$ cat src/rtl/fp_mul_pipe.sv
// 3-stage pipelined floating-point multiplier (decode, multiply, normalise/round/pack), BF16 by default.
// Define FPMUL_FLAGS_EN to add the out_flags port {invalid, overflow, underflow, inexact}.
module fp_mul_pipe #(
    parameter int EXP_W = 8,
    parameter int MAN_W = 7,
    localparam int W = 1 + EXP_W + MAN_W
) (
    input  logic         clk,
    input  logic         rst,
    input  logic         in_valid,
    output logic         in_ready,
    input  logic [W-1:0] in_a,
    input  logic [W-1:0] in_b,
    output logic         out_valid,
    input  logic         out_ready,
    output logic [W-1:0] out_p
`ifdef FPMUL_FLAGS_EN
    ,
    output logic [3:0]   out_flags
`endif
);

    localparam int SIG_W  = MAN_W + 1;
    localparam int PROD_W = 2 * SIG_W;
    localparam int XE_W   = EXP_W + 2;
    localparam int BIAS   = (1 << (EXP_W - 1)) - 1;
    localparam logic [XE_W-1:0] BIAS_X = XE_W'(BIAS);
    localparam logic [XE_W-1:0] ONE_X  = XE_W'(1);
    localparam logic [XE_W-1:0] EMAX_X = XE_W'((1 << EXP_W) - 1);
    localparam logic [W-1:0]    QNAN   = {1'b0, {EXP_W{1'b1}}, 1'b1, {(MAN_W-1){1'b0}}};

    logic adv;
    assign adv      = !out_valid || out_ready;
    assign in_ready = adv;

    // S1 decode
    logic [EXP_W-1:0] a_exp, b_exp;
    logic [MAN_W-1:0] a_man, b_man;
    logic a_zero, b_zero, a_inf, b_inf, a_nan, b_nan;

    assign a_exp  = in_a[W-2 -: EXP_W];
    assign b_exp  = in_b[W-2 -: EXP_W];
    assign a_man  = in_a[MAN_W-1:0];
    assign b_man  = in_b[MAN_W-1:0];
    assign a_zero = (a_exp == '0);
    assign b_zero = (b_exp == '0);
    assign a_inf  = (&a_exp) && (a_man == '0);
    assign b_inf  = (&b_exp) && (b_man == '0);
    assign a_nan  = (&a_exp) && (a_man != '0);
    assign b_nan  = (&b_exp) && (b_man != '0);

    logic              s1_vld, s1_sign, s1_nan, s1_inf, s1_zero;
    logic [XE_W-1:0]   s1_esum;
    logic [SIG_W-1:0]  s1_sig_a, s1_sig_b;

    logic              s2_vld, s2_sign, s2_nan, s2_inf, s2_zero;
    logic [XE_W-1:0]   s2_esum;
    logic [PROD_W-1:0] s2_prod;

    // S3 normalise, round, pack
    logic [MAN_W-1:0]  n_man, r_man;
    logic              n_guard, n_sticky, round_up, r_carry;
    logic [XE_W-1:0]   n_exp, f_exp;
    logic              ovf, unf;
    logic [W-1:0]      res_p;
`ifdef FPMUL_FLAGS_EN
    logic [3:0]        res_f;
`endif

    always_comb begin
        n_man    = s2_prod[PROD_W-3 -: MAN_W];
        n_guard  = s2_prod[MAN_W-1];
        n_sticky = |s2_prod[MAN_W-2:0];
        n_exp    = s2_esum;
        if (s2_prod[PROD_W-1]) begin
            n_man    = s2_prod[PROD_W-2 -: MAN_W];
            n_guard  = s2_prod[MAN_W];
            n_sticky = |s2_prod[MAN_W-1:0];
            n_exp    = s2_esum + ONE_X;
        end
        // Ties go up only when the kept LSB is odd, giving round-half-even.
        round_up           = n_guard && (n_sticky || n_man[0]);
        {r_carry, r_man}   = {1'b0, n_man} + (MAN_W+1)'(round_up);
        f_exp              = n_exp + XE_W'(r_carry);
        unf                = f_exp[XE_W-1] || (f_exp == '0);
        ovf                = !f_exp[XE_W-1] && (f_exp >= EMAX_X);

        res_p = {s2_sign, f_exp[EXP_W-1:0], r_man};
`ifdef FPMUL_FLAGS_EN
        res_f = {3'b000, n_guard || n_sticky};
`endif
        if (s2_nan) begin
            res_p = QNAN;
`ifdef FPMUL_FLAGS_EN
            res_f = 4'b1000;
`endif
        end else if (s2_inf) begin
            res_p = {s2_sign, {EXP_W{1'b1}}, {MAN_W{1'b0}}};
`ifdef FPMUL_FLAGS_EN
            res_f = 4'b0000;
`endif
        end else if (s2_zero) begin
            res_p = {s2_sign, {(W-1){1'b0}}};
`ifdef FPMUL_FLAGS_EN
            res_f = 4'b0000;
`endif
        end else if (ovf) begin
            res_p = {s2_sign, {EXP_W{1'b1}}, {MAN_W{1'b0}}};
`ifdef FPMUL_FLAGS_EN
            res_f = 4'b0101;
`endif
        end else if (unf) begin
            res_p = {s2_sign, {(W-1){1'b0}}};
`ifdef FPMUL_FLAGS_EN
            res_f = 4'b0011;
`endif
        end
    end

    always_ff @(posedge clk) begin
        if (rst) begin
            s1_vld    <= 1'b0;
            s2_vld    <= 1'b0;
            out_valid <= 1'b0;
            out_p     <= '0;
`ifdef FPMUL_FLAGS_EN
            out_flags <= '0;
`endif
        end else if (adv) begin
            s1_vld    <= in_valid;
            s2_vld    <= s1_vld;
            out_valid <= s2_vld;
            if (s2_vld) begin
                out_p     <= res_p;
`ifdef FPMUL_FLAGS_EN
                out_flags <= res_f;
`endif
            end
        end
    end

    // Datapath registers carry no reset; their valid bits gate every use.
    always_ff @(posedge clk) begin
        if (adv) begin
            s1_sign  <= in_a[W-1] ^ in_b[W-1];
            s1_nan   <= a_nan || b_nan || (a_inf && b_zero) || (a_zero && b_inf);
            s1_inf   <= a_inf || b_inf;
            s1_zero  <= a_zero || b_zero;
            s1_esum  <= {2'b00, a_exp} + {2'b00, b_exp} - BIAS_X;
            s1_sig_a <= {1'b1, a_man};
            s1_sig_b <= {1'b1, b_man};

            s2_sign  <= s1_sign;
            s2_nan   <= s1_nan;
            s2_inf   <= s1_inf;
            s2_zero  <= s1_zero;
            s2_esum  <= s1_esum;
            s2_prod  <= PROD_W'(s1_sig_a) * PROD_W'(s1_sig_b);
        end
    end

endmodule
$ cat config.mk
export PLATFORM = sky130hd
export DESIGN_NAME = fp_mul_pipe
export DESIGN_NICKNAME = d
export VERILOG_FILES = /design/src/rtl/fp_mul_pipe.sv
export SDC_FILE = /design/constraint.sdc
export NUM_CORES = 1
export LEC_CHECK = 0
export ABC_AREA = 0
export CAP_MARGIN = 0
export CELL_PAD_IN_SITES_DETAIL_PLACEMENT = 0
export CELL_PAD_IN_SITES_GLOBAL_PLACEMENT = 2
export CORE_MARGIN = 1
export CORE_UTILIZATION = 35
export CTS_CLUSTER_SIZE = 24
export DETAILED_ROUTE_END_ITERATION = 10
export PLACE_DENSITY_LB_ADDON = 0.1
export SLEW_MARGIN = 20
export SYNTH_ARGS = -nofsm -noshare
export SYNTH_HDL_FRONTEND = slang
export SYNTH_SLANG_ARGS = --single-unit
$ cat constraint.sdc
create_clock -name clk -period 4.46 [get_ports clk]
set_clock_uncertainty 0.2 [all_clocks]
set_input_delay 0.669 -clock clk [delete_from_list [all_inputs] [get_ports clk]]
set_output_delay 0.669 -clock clk [all_outputs]
set_load 0.02 [all_outputs]
After elaboration in Yosys (flattened, before gate mapping)
Cells that the tools add are included.
Cells by class
  add/sub/neg operators: 5
  multiply operators: 1
  div/mod/pow operators: 0
  order comparisons: 1
  equality and inequality tests: 0
  shift-type cells: 0
  muxes and demuxes: 9
  bitwise gates (word level): 1
  reductions and logical operators: 30
Operator list (number)
  2-to-1 mux 15 bit: 4
  logical NOT 8 bit: 2
  multiplier 8 x 8 -> 16 bit: 1
  2-to-1 mux 16 bit: 1
  AND reduction 8 bit: 2
  logical NOT 7 bit: 2
  nonzero test 7 bit: 2
  adder 10 x 1 -> 10 bit: 1
  adder 10 x 1 -> 10 bit, second input constant: 1
  greater-or-equal comparator 10 x 8 -> 1 bit, second input constant: 1
  logical NOT 10 bit: 1
  2-to-1 mux 10 bit: 1
  subtractor 9 x 7 -> 10 bit, second input constant: 1
  adder 8 x 8 -> 9 bit: 1
  adder 7 x 1 -> 8 bit: 1
  logical AND 1 bit: 8
  logical OR 1 bit: 8
  2-to-1 mux 7 bit: 1
  OR reduction 7 bit: 1
  OR reduction 6 bit: 1
  logical NOT 1 bit: 2
  2-to-1 mux 1 bit: 2
  AND reduction 2 bit: 1
  bitwise XOR 1 bit: 1
Storage, ports and cells
  flip-flop bits (word level): 77
  latch bits: 0
  bits in writable memories: 0
  bits in read-only memories: 0
  input port bits: 36
  output and inout port bits: 18
  logic and storage cells: 64
  memories: 0

Depth between registers and ports, before layout
  depth after elaboration: 13
  mapped depth: 18
  gate-level depth less buffers: 18

Worst setup path before layout
Ideal clock, no wire load.
  kind: register to register
  start point: reg s1_sig_b[6]
  end point: reg s2_prod[15], data pin
  setup time: 0.266 ns
  arrival: 4.207 ns
  data required time: 3.994 ns
  path slack: -0.213 ns
  stages on the path, launching flop included: 18
  path buffers: 0
  clock period less this slack: 4.673 ns
  cells stage by stage: edfxtp_1 > inv_1 > nor2_1 > fa_1 > inv_1 > fa_1 > inv_1 > fa_1 > inv_1 > fa_1 > inv_1 > ha_1 > o21ai_0 > nand2b_1 > a31o_2 > a41o_1 > o41ai_1 > xnor2_1
On the way
  word-level cells in the longest chain between the ends: 1
RTL lines
  start, declared: RTL line 54  | logic [SIG_W-1:0] s1_sig_a, s1_sig_b;
  start signal, assigned: RTL line 151  | s1_sig_b <= {1'b1, b_man};
  multiplier 8 x 8 -> 16 bit: RTL line 158  | s2_prod <= PROD_W'(s1_sig_a) * PROD_W'(s1_sig_b);
  end signal, assigned: RTL line 158
  end, declared: RTL line 58  | logic [PROD_W-1:0] s2_prod;
No other way between the ends.
A chain may end at the register's enable or synchronous reset.

Final worst setup path
  start point: reg s1_sig_a[1]
  end point: reg s2_prod[15], data pin
On the way
  word-level cells in the longest chain between the ends: 1
RTL lines
  start, declared: RTL line 54
  start signal, assigned: RTL line 150  | s1_sig_a <= {1'b1, a_man};
  multiplier 8 x 8 -> 16 bit: RTL line 158
No other way between the ends.

==> out/metrics.cfg <==
[placement]
io_buffers = 53
routabilityCongestion = 0.834
dpl.hpwl_mm = 10.0
place_ws_ns = -0.172
place_area_um2 = 6970

[sta]
fin_crit_ns = 4.54
setup_viol = 1
max_clock_freq_ghz = 0.220
grt_setup_unrepaired = yes
slew_violations = 0
tns_ns = -0.0825
slew_headroom_pct = 53.9
worst_pin_slew_ns = 0.691
finalHoldViolCount = 0
setup_ws_ns = -0.0825
min_period_over_period_pct = 102
whs_ns = 0.218

[grt]
grt_start_max_net_pins = 57
grt_antenna_before_repair = 0
grt_overflow_total = 0
grt_pass1_wl_mm = 21.2
track_usage_pct = 15.3
grt_pass1_vias = 4356

[setup_path]
path_delay_family = adder cells
crit_buf_inv = 2
arrival_ns = 4.43
crit_path_end_kind = flop
cpPeakStageDelay_ns = 0.55
worstRegToRegCells = 15
cp.depth = 15
crit_path_cell_trace = and2_4 -> fa_2 -> fa_1 -> inv_1 -> fa_1 -> fa_1 -> inv_2 -> ha_4 -> o21a_1 -> o21ai_2 -> nand2b_1 -> a31o_2 -> a41o_1 -> o41ai_2 -> xnor2_1
required_ns = 4.35
cp_max_fo = 5
timing.critical_path.mode_cell = fa_1
cpMaxStageDelayCell = fa_1
worst_setup_path_start_kind = flop
critPathKind = reg2reg

[route]
wl_per_cell_um = 14.0
remaining_drc_errors = 0
ant_nets = 0
met2_length_mm = 5.73
highest_layer = met4
vias = 4263
wl_met3_um = 441
dr.pass1.iters = 4
wl_met1_mm = 6.15
drt-initial-drc-count = 129
wl_mm = 12.6
vias_per_cell = 4.75

[cts]
cts_sinks = 77
path_clk_slew_ns = 0.06
h-tree-depth = 3
ctsRootBufferMaster = clkbuf_16
clk_path_buf_depth = 2
cts-buffers-inserted = 9
clk_latency_ns = 0.34
cts_tree = done

[finish]
fin_area_um2 = 7470
syn2layout_area_growth_pct = 26.2
final_nets = 799
antenna_cells = 0
drive_gt1_share_pct = 16.8

[die]
dieArea_um2 = 17400
row_count = 47
die_width_um = 132
core-area_um2 = 16500
die_y_um = 132
ios = 54
start_util_pct = 35.8

[run_status]
status = finished with violations
violations = negative setup slack

[logic_synthesis]
syn_area_um2 = 5920
yosysSeqAreaShare_pct = 35.8
async_flop_share_pct = 0
synth_cell_type_count = 61
ys_ff_latch = 77
syn_nets = 703
syn_area_per_cell_um2 = 10.3
synthCells = 576
yosys_warnings = 0
synth_edf_count = 58
synth_top_flop_cell = edfxtp_1

[pwr]
swShare_pct = 36.0
power_leakage_nw = 3.16
intPower_mw = 2.28
p_switching_mw = 1.28
pwr-share-seq_pct = 31.2
pwr-share-clk_pct = 20.3
combPwrFrac_pct = 48.5
powerDensity_nw_per_um2 = 477
vdd_drop_max_v = 0.000231

[job]
cap_violations = 0

[worst_hold_path]
hold_path_depth = 0
hold_path.class = reg2reg

==> path summary, 6_finish.rpt <==
path                from           to  slack [ns]
max          s1_sig_a[1]  s2_prod[15]       -0.08
min reg2reg       s1_inf       s2_inf        0.22
min               s1_inf       s2_inf        0.22
max reg2reg  s1_sig_a[1]  s2_prod[15]       -0.08
==> per-stage QoR <==
| step | instances | utilization, % | total power [mW] |
|---|---|---|---|
| 2_1_floorplan | 576 | - | 2.28 |
| 3_3_place_gp | 870 | 42.2 | 2.70 |
| 3_5_place_dp | 870 | 42.2 | 2.71 |
| 4_1_cts | 893 | 44.6 | 3.52 |
| 5_1_grt | 897 | 45.2 | 3.86 |
| 6_report | 897 | 45.2 | 3.56 |
==> registers in the layout (all words and copies together) (netlist names), 7 cells and up <==
register  flops
s1_sig_a      7
s2_esum      10
s2_prod      16
s1_sig_b      7
s1_esum      10
out_p        16
==> layer usage <==
metal / GRT usage (%) / vias up
li1: - / 2181
met1: 20.2 / 1986
met2: 25.4 / 79
met3: 2.31 / 17
met4: 5.88 / 0
met5: 0 / -
==> logic make-up (layout without fill, tap and decap cells) <==
group	Yosys count	in the layout	share of synthesized area (%)
simple gates	189	189	17.2
fa+ha+maj	92	92	24.1
buf+inv	90	191	6.02
compound gates	79	79	9.32
flops	77	77	35.8
xor+xnor	37	37	5.47
mux	12	12	2.09
==> power by group through the flow <==
| stage | clock (mW) | sequential (mW) | combinational, mW |
|---|---|---|---|
| 2_1_floorplan | 0 | 1.07 | 1.21 |
| 3_3_place_gp | 0 | 1.12 | 1.58 |
| 3_5_place_dp | 0 | 1.13 | 1.59 |
| 4_1_cts | 0.751 | 1.11 | 1.66 |
| 5_1_grt | 0.777 | 1.13 | 1.95 |
| 6_report | 0.724 | 1.11 | 1.73 |
==> cells in the mapped netlist, types with 3 or more instances <==
master | count | area [um2]
o21bai_1 | 4 | 30.0
a21o_1 | 6 | 45.0
o211ai_1 | 5 | 37.5
o21ai_0 | 8 | 40.0
buf_2 | 3 | 15.0
mux2i_1 | 9 | 90.1
xor2_1 | 12 | 105
ha_1 | 54 | 676
or4_1 | 3 | 22.5
and3_1 | 6 | 37.5
nand4_1 | 6 | 37.5
nor3_1 | 9 | 45.0
nand4b_1 | 3 | 26.3
nand3b_1 | 3 | 22.5
clkbuf_1 | 5 | 18.8
fa_1 | 37 | 741
nor4_1 | 12 | 75.1
o21ai_1 | 6 | 30.0
edfxtp_1 | 58 | 1740
a21oi_1 | 21 | 105
nor2b_1 | 7 | 43.8
mux2_2 | 3 | 33.8
a211oi_2 | 4 | 50.1
inv_1 | 78 | 293
nand2b_1 | 7 | 43.8
nand2_1 | 45 | 169
xnor2_1 | 25 | 219
dfxtp_1 | 19 | 380
o21a_1 | 6 | 45.0
nand3_1 | 10 | 50.1
and2_1 | 31 | 194
nor2_1 | 33 | 124
==> layout by cell type, fill, tap and decap left out, drive strengths merged, types with 14 or more instances in the layout <==
| cell type | n |
|---|---|
| xnor2 | 25 |
| buf | 44 |
| inv | 79 |
| a21oi | 21 |
| clkdlybuf4s50 | 53 |
| ha | 54 |
| and2 | 31 |
| nand2 | 46 |
| nor2 | 34 |
| o21ai | 14 |
| fa | 37 |
| dfxtp | 19 |
| edfxtp | 58 |
==> repair_timing <==
item / CTS / global route
buffers inserted: 7 / 4
resized for setup: 18 / 20
setup endpoints to repair: 3 / 13
pin swaps: 30 / 27
hold buffers: 0 / 0
==> cell type report <==
class	instances	area (um2)
Fill cell	1594	9050
Clock inverter	6	62.6
Timing Repair Buffer	97	883
Sequential cell	77	2120
Inverter	78	293
Tap cell	220	275
Clock buffer	10	229
Multi-Input combinational cell	409	3610
(Power assumes the default switching activity.)
==> edit (config.mk and constraints unchanged) <==
Change the parameter `MAN_W` from 7 to 8.
--- a/src/rtl/fp_mul_pipe.sv
+++ b/src/rtl/fp_mul_pipe.sv
@@ -4,3 +4,3 @@
     parameter int EXP_W = 8,
-    parameter int MAN_W = 7,
+    parameter int MAN_W = 8,
     localparam int W = 1 + EXP_W + MAN_W
Interface: changed (resized in_a, in_b and out_p); port bits go from 54 to 57. The function was not compared with the original's and may differ.
==> edit against the unedited design <==
- the run still ends with negative setup slack left
- power up 24%
- via count up 13%
- cell area up 13%
- synthesized cell count up 14%
- cell count up 13%
- worst setup slack worse by 0.014 ns
- area after synthesis up 12%
- routed wire length up 11%
- sequential cell count up 5
- critical endpoint is now s2_prod[16]
==> edit: results (changes against the unedited design) <==
| Metric | Value |
|---|---|
| Met3 WL post-DR | 446 um (+1.1%) |
| Final nets | 921 (+15%) |
| Initial DRC Count | 166 (+29%) |
| Final setup vio count | 4 (+3) |
| Outcome | finished, violations left |
| CTS Root Cell | clkbuf_16 |
| First-pass GRT wire length | 24.3 mm (+14%) |
| Relative slew slack | 0.602 (+0.0630) |
| Post-synth EDFFs | 62 (+6.9%) |
| Final WS setup | -0.0960 ns (-0.0135 ns) |
| DP Area | 7800 um2 (+12%) |
| CP max FO | 8 (+3) |
| Distinct cells, synth | 64 (+4.9%) |
| Final wirelength | 13.9 mm (+11%) |
| GRT met3 Usage | 0.0348 (+0.0117) |
| Post-synth ARST share | 0 (unchanged) |
| XOR/XNOR Fraction of Synth Area | 0.0597 (+0.00493) |
| Vias in the first global route | 4942 (+13%) |
| Hpwl dp | 11.3 mm (+13%) |
| Share of layout cells above drive strength 1 | 0.206 (+0.0378) |
| Dpl ws | -0.230 ns (-0.0586 ns) |
| Met2 GRT Util | 0.249 (-0.00499) |
| Area fraction in compound gates after synthesis | 0.0896 (-0.00360) |
| Top Registers | s2_prod (18), out_p (17) |
| Placed cell count | 970 (+11%) |
| Largest net degree at the start of global routing | 50 (-12%) |
| Vias per Instance | 4.73 (-0.45%) |
| Post-synthesis adder-cell area fraction | 0.259 (+0.0181) |
| H-tree levels | 3 (unchanged) |
| M1 WL | 6.96 mm (+13%) |
| Vias | 4802 (+13%) |
| Post-synthesis net count | 800 (+14%) |
| Post-CTS Setup Inserts | 24 (+17) |
| P_sw | 1.66 mW (+30%) |
| TritonCTS Buffers | 9 (unchanged) |
| Area contributors post-synth | edfxtp_1 (28%), fa_1 (15%), ha_1 (11%) |
| Number of I/O port buffers | 56 (+5.7%) |
| Lkg Pwr | 3.74 nW (+18%) |
| Worst-case vdd ir drop | 211 uV (-8.6%) |
| Clk. pwr | 703 uW (-2.9%) |
| Met1 GRT Util | 0.212 (+0.0105) |
| Resized cells post-CTS | 35 (+17) |
| Clock Latency Late Sink | 0.34 ns (about the same) |
| Overall routing resource usage | 0.156 (+0.00270) |
| Failing checks | negative setup slack |
| Post-synthesis mux area share | 0.0190 (-0.00191) |
| Sw Ratio | 0.378 (+0.0177) |
| Mapped Cells | 655 (+14%) |
| Arr. time, crit path | 4.44 ns (about the same) |
| Slowest stage cell, crit path | fa_1 |
| WL met2 | 6.33 mm (+11%) |
| P_comb | 2.49 mW (+44%) |
| Most frequent cells after synthesis | inv_1 (108), edfxtp_1 (62), nand2_1 (59) |
| Total Neg Setup Slack | -0.359 ns (-0.277 ns) |
| Gpl congestion | 0.847 (+1.5%) |
| Register area share after synthesis | 0.340 (-0.0181) |
[edit: cell count changes after synthesis, sizes merged, moves of 5 or more]
cell / before / now
inv: 78 / 108
fa: 37 / 51
nand2: 46 / 59
clkbuf: 5 / 14
o21ai: 14 / 6
a311oi: 0 / 7
a21oi: 21 / 27
a22o: 2 / 7
o21a: 6 / 1
xnor2: 25 / 30
[edit: final cells by class]
cell class	instances	area, um2
inverter	108	405
clock buffer	9	225
clock inverter	7	60.1
sequential	82	2260
tap	234	293
fill	1791	10200
multi-input combinational	446	4070
timing repair buffer	129	1130
[edit: path summary, 6_finish.rpt]
kind / slack, ns / end / cells past startpoint / start
worst max-delay path: -0.1 / s2_prod[16] / 15 / s1_sig_a[2]
worst min-delay path: 0.22 / s2_esum[1] / 0 / s1_esum[1]
worst max register to register: -0.1 / s2_prod[16] / 15 / s1_sig_a[2]
worst min register to register: 0.22 / s2_esum[1] / 0 / s1_esum[1]
